$ cat src/rtl/mem_arbiter.sv
// Two-requester round-robin arbiter that serialises read/write commands onto a
// single-port SRAM. One transaction at a time: IDLE -> ACCESS -> RESP -> IDLE.
module mem_arbiter #(
  parameter int WIDTH      = 16,
  parameter int ADDR_WIDTH = 6
) (
  input  logic                  clk_i,
  input  logic                  rst_i,
  input  logic                  req0_i,
  input  logic                  req1_i,
  input  logic                  we0_i,
  input  logic                  we1_i,
  input  logic [ADDR_WIDTH-1:0] addr0_i,
  input  logic [ADDR_WIDTH-1:0] addr1_i,
  input  logic [WIDTH-1:0]      wdata0_i,
  input  logic [WIDTH-1:0]      wdata1_i,
  output logic                  ack0_o,
  output logic                  ack1_o,
  output logic [WIDTH-1:0]      rdata_o,
  output logic                  busy_o,
  output logic [ADDR_WIDTH-1:0] mem_addr_o,
  output logic [WIDTH-1:0]      mem_wdata_o,
  output logic                  mem_wr_en_o,
  output logic                  mem_rd_en_o,
  input  logic [WIDTH-1:0]      mem_rdata_i,
  output logic [1:0]            state_o
);

  // Handshake: a requester holds req/we/addr/wdata stable until its one-cycle
  // ack; on the edge ending the ack it drops req or presents the next command.
  typedef enum logic [1:0] {
    S_IDLE   = 2'd0,
    S_ACCESS = 2'd1,
    S_RESP   = 2'd2
  } state_t;

  state_t                state_q;
  logic                  last_q;
  logic                  gnt_q;
  logic                  we_q;
  logic [ADDR_WIDTH-1:0] addr_q;
  logic [WIDTH-1:0]      wdata_q;
  logic                  ack0_q;
  logic                  ack1_q;
  logic                  wr_en_q;
  logic                  rd_en_q;

  logic                  sel;
  logic                  sel_we;

  // On a tie the requester that was not served last wins; otherwise the lone requester.
  assign sel    = (req0_i && req1_i) ? ~last_q : req1_i;
  assign sel_we = sel ? we1_i : we0_i;

  always_ff @(posedge clk_i or posedge rst_i) begin
    if (rst_i) begin
      state_q <= S_IDLE;
      last_q  <= 1'b1;
      gnt_q   <= 1'b0;
      we_q    <= 1'b0;
      addr_q  <= '0;
      wdata_q <= '0;
      ack0_q  <= 1'b0;
      ack1_q  <= 1'b0;
      wr_en_q <= 1'b0;
      rd_en_q <= 1'b0;
    end else begin
      ack0_q  <= 1'b0;
      ack1_q  <= 1'b0;
      wr_en_q <= 1'b0;
      rd_en_q <= 1'b0;
      case (state_q)
        S_IDLE: begin
          if (req0_i || req1_i) begin
            gnt_q   <= sel;
            last_q  <= sel;
            we_q    <= sel_we;
            addr_q  <= sel ? addr1_i : addr0_i;
            wdata_q <= sel ? wdata1_i : wdata0_i;
            wr_en_q <= sel_we;
            rd_en_q <= ~sel_we;
            state_q <= S_ACCESS;
          end
        end
        S_ACCESS: begin
          ack0_q  <= ~gnt_q;
          ack1_q  <= gnt_q;
          state_q <= S_RESP;
        end
        S_RESP:  state_q <= S_IDLE;
        default: state_q <= S_IDLE;
      endcase
    end
  end

  assign ack0_o      = ack0_q;
  assign ack1_o      = ack1_q;
  assign mem_addr_o  = addr_q;
  assign mem_wdata_o = wdata_q;
  assign mem_wr_en_o = wr_en_q;
  assign mem_rd_en_o = rd_en_q;
  assign busy_o      = (state_q != S_IDLE);
  assign state_o     = state_q;
  // Memory read data is registered at the end of ACCESS, so it is valid all of RESP.
  assign rdata_o     = (state_q == S_RESP && !we_q) ? mem_rdata_i : '0;

endmodule
$ cat config.mk
export PLATFORM = sky130hd
export DESIGN_NAME = mem_arbiter
export DESIGN_NICKNAME = d
export VERILOG_FILES = /design/src/rtl/mem_arbiter.sv
export SDC_FILE = /design/constraint.sdc
export NUM_CORES = 1
export LEC_CHECK = 0
export ABC_CLOCK_PERIOD_IN_PS = 1500
export BUFFER_PORTS_ARGS = -buffer_cell sky130_fd_sc_hd__buf_4
export CAP_MARGIN = 0
export CORE_AREA = 2 2 71 73
export CTS_CLUSTER_SIZE = 25
export DETAILED_ROUTE_END_ITERATION = 12
export DIE_AREA = 0 0 73 75
export PLACE_DENSITY = 0.79
export SYNTH_ARGS = -nofsm -noshare
export SYNTH_HDL_FRONTEND = slang
export SYNTH_SLANG_ARGS = --single-unit
$ cat constraint.sdc
create_clock -name clk_i -period 1.5 [get_ports clk_i]
set_input_delay 0.075 -clock clk_i [delete_from_list [all_inputs] [get_ports clk_i]]
set_output_delay 0.075 -clock clk_i [all_outputs]
set_load 0.02 [all_outputs]
==> metrics.md <==
| Metric | Value |
|---|---|
| Final Hold Vio Count | 0 |
| Clock Skews | 5.85 ps |
| Crit path top cell by count | mux2_4 |
| Pleak | 1.56 nW |
| CTS tree | done |
| Seq/Total Area, Yosys | 0.453 |
| DR pass1 iterations | 4 |
| Root buf cell | clkbuf_8 |
| Fin crit period | approximately 1500 ps |
| CTS Buffer Depth | 2 |
| Initial Utilization | 0.368 |
| Inserted Diodes | 0 |
| PortBufs | 110 |
| Failing checks | setup timing |
| DP HPWL | around 3300 um |
| CTS buffer count | 5 |
| First-pass GRT wire length | ~7000 um |
| Top-area cell type share of the netlist area | 0.438 |
| Final worst slack | -29.5 ps |
| Top-count cell post-synth | mux2_4 |
| Fill count | approximately 370 |
| FMAX | 0.654 GHz |
| Initial DRC Count | between 40 and 50 |
| Commonest cells post-synth | mux2_4 (34), dfrtp_1 (30), and2_1 (19) |
| CP cell instances | a21bo_4 -> buf_12 -> mux2_4 -> mux2_4 |
| Skew-Pair Late Insertion Delay | approximately 280 ps |
| Clock sinks | 31 |
| Power Density | around 1800 nW/um2 |
| Layout area overhead | 72.1% |
| Ys async rst share | 1.00 |
| Wire length per cell | roughly 15 um |
| Crit path largest cell delay | 530 ps |
| Worst path slowest cell | dfstp_2 |
| Chip height | about 75 um |
| CP Data Required Time | around 1700 ps |
| Peak VDD IR | approximately 0.85 mV |
| DP Area | ~2700 um2 |
| Syn avg cell area | roughly 15 um2 |
| Final Cycle Share | 1.02 |
| Die width | between 70 and 80 um |
| Ports | around 110 |
| Rel. slew slack | 0.739 |
| Fraction of layout cells with a size suffix above 1 | 0.822 |
| Met3 usage | 0.0589 |
| Most used flip-flop cell after synthesis | dfrtp_1 |
| Total grt overflow | 0 |
| Non-filler instance count after layout | ~300 |
| Core Area | between 4000 and 5000 um2 |
| FF+latch count, synth | 31 |
| Vias in the first global route | roughly 1500 |
| Hold_ws | approximately 130 ps |
| Dpl cells | roughly 280 |
| Slew of the pin with the lowest slew margin | slightly below 400 ps |
| Met2 global-route usage | 0.283 |
| Outcome | complete, but fails checks |
| Worst path top cell family by delay | multiplexers |
| Full die area | 5480 um2 |
| CP max FO | 10 |
| H-tree level count | 2 |
| All-Layer GR Usage | 0.167 |
| Num rows | 25 |
| Post-synth EDFFs | 0 |
| Finished Cell Area | roughly 3000 um2 |
| Hold crit path type | in2reg |
| Yosys top cell by area | dfrtp_1 |
| Vias/cell | between 4 and 5 |
| RSZ-0062 raised after global routing | yes |
| Drt drc | 0 |
| Worst Path Buf+Inv | 1 |
| Most Crowded Layer GR | met2 |
| Setup crit start kind | register |
| CP endpoint kind | register |
| Critical path class | reg2reg |
| Mapped Cells | roughly 120 |
| Pre-CTS WS | -114 ps |
| Pin count of the biggest net entering global routing | 32 |
| WL final | 4470 um |
| Clk slew on worst S/H paths | 70 ps |
| Crit path DAT | approximately 1700 ps |
| Via count | 1390 |
| Setup violations, final | 29 |
| Initial antenna violation count | 0 |
| Layout Nets | between 300 and 400 |
| Detail Route Antenna Nets | 0 |
| Mapped Area | ~1700 um2 |
| RePlAce Congestion | 0.750 |
| Setup tns final | -401 ps |
| Pins Over Slew Limit | 0 |
| Top post-synthesis cells by area | dfrtp_1 (44%), mux2_4 (30%), and2_1 (6.9%) |
| Syn nets | approximately 180 |
| Max Cap Viol | 0 |
| Cell variety after synth | 20 |
| Synth Warn # | 0 |
| M1 GR Usage | 0.197 |
| Max FFs per register | 16 |
==> placed cells by master, fill, tap and decap left out, types with 2 or more instances in the layout <==
cell,instances
buf_4,100
mux2_4,44
dfrtp_1,28
buf_6,20
and2_4,16
clkbuf_8,5
buf_12,4
inv_1,3
and2_1,3
clkinv_2,3
mux2i_1,2
dfrtp_2,2
==> area by class of cell <==
class / count / area (um2) / area share
Tap cell: 54 / 67.6 / 0.0229
Sequential cell: 31 / 779 / 0.264
Clock buffer: 5 / 68.8 / 0.0233
Inverter: 3 / 11.3 / 0.00382
Clock inverter: 3 / 15.0 / 0.00509
Multi-Input combinational cell: 75 / 942 / 0.319
Timing Repair Buffer: 125 / 1070 / 0.361
==> per-stage QoR <==
stage / util / power (mW)
3_3_place_gp: 0.571 / 4.36
2_1_floorplan: - / 3.30
4_1_cts: 0.632 / 5.36
3_5_place_dp: 0.571 / 4.42
5_1_grt: 0.633 / 5.61
6_report: 0.633 / 5.30
==> logic make-up after synthesis <==
family / share of synthesized area
mux: 0.381
flops: 0.453
simple gates: 0.0978
buf+inv: 0.0547
compound gates: 0.0131
==> per-layer routing <==
metal	vias to the layer above	part of all wire
met5	-	0
met4	0	0.010
met3	6	0.094
met2	86	0.49
met1	655	0.41
li1	643	-
==> where the power goes <==
part	leakage [nW]	internal (mW)	switching (mW)	total [mW]
Clock	0.0477	0.317	0.303	0.619
Sequential	0.367	1.26	0.232	1.49
Combinational	1.15	1.81	1.38	3.19
==> tightest hold or removal path: cells and delay by family <==
| family | cells | cell delay [ps] |
|---|---|---|
| AND/OR/NAND/NOR | 1 | 130 |
| buffers and inverters | 1 | 80 |
| multiplexers | 1 | 80 |
==> what timing repair did <==
action                                  4_1_cts  5_1_grt
pin swaps                                    17        1
gates resized for setup                      52        1
endpoints found under the setup margin       40       39
gates cloned                                  1        0
setup buffers                                 2        0
hold buffers                                  1        0
hold endpoints to repair                     30        0
==> worst paths after layout <==
kind / startpoint / end / slack (ps) / cells after the start
worst max-delay path: last_q$_DFFE_PP1P_ / mem_addr_o[1]$_DFFE_PP0P_ / -30 / 4
worst min-delay path: we1_i / mem_wr_en_o$_DFF_PP0_ / 130 / 3
worst max register to register: last_q$_DFFE_PP1P_ / mem_addr_o[1]$_DFFE_PP0P_ / -30 / 4
worst min register to register: gnt_q$_DFFE_PP0P_ / ack1_o$_DFF_PP0_ / 500 / 1
max in group asynchronous: rst_i / last_q$_DFFE_PP1P_ / 740 / 4
min in group asynchronous: rst_i / mem_wr_en_o$_DFF_PP0_ / 440 / 4
(Power assumes the default switching activity.)
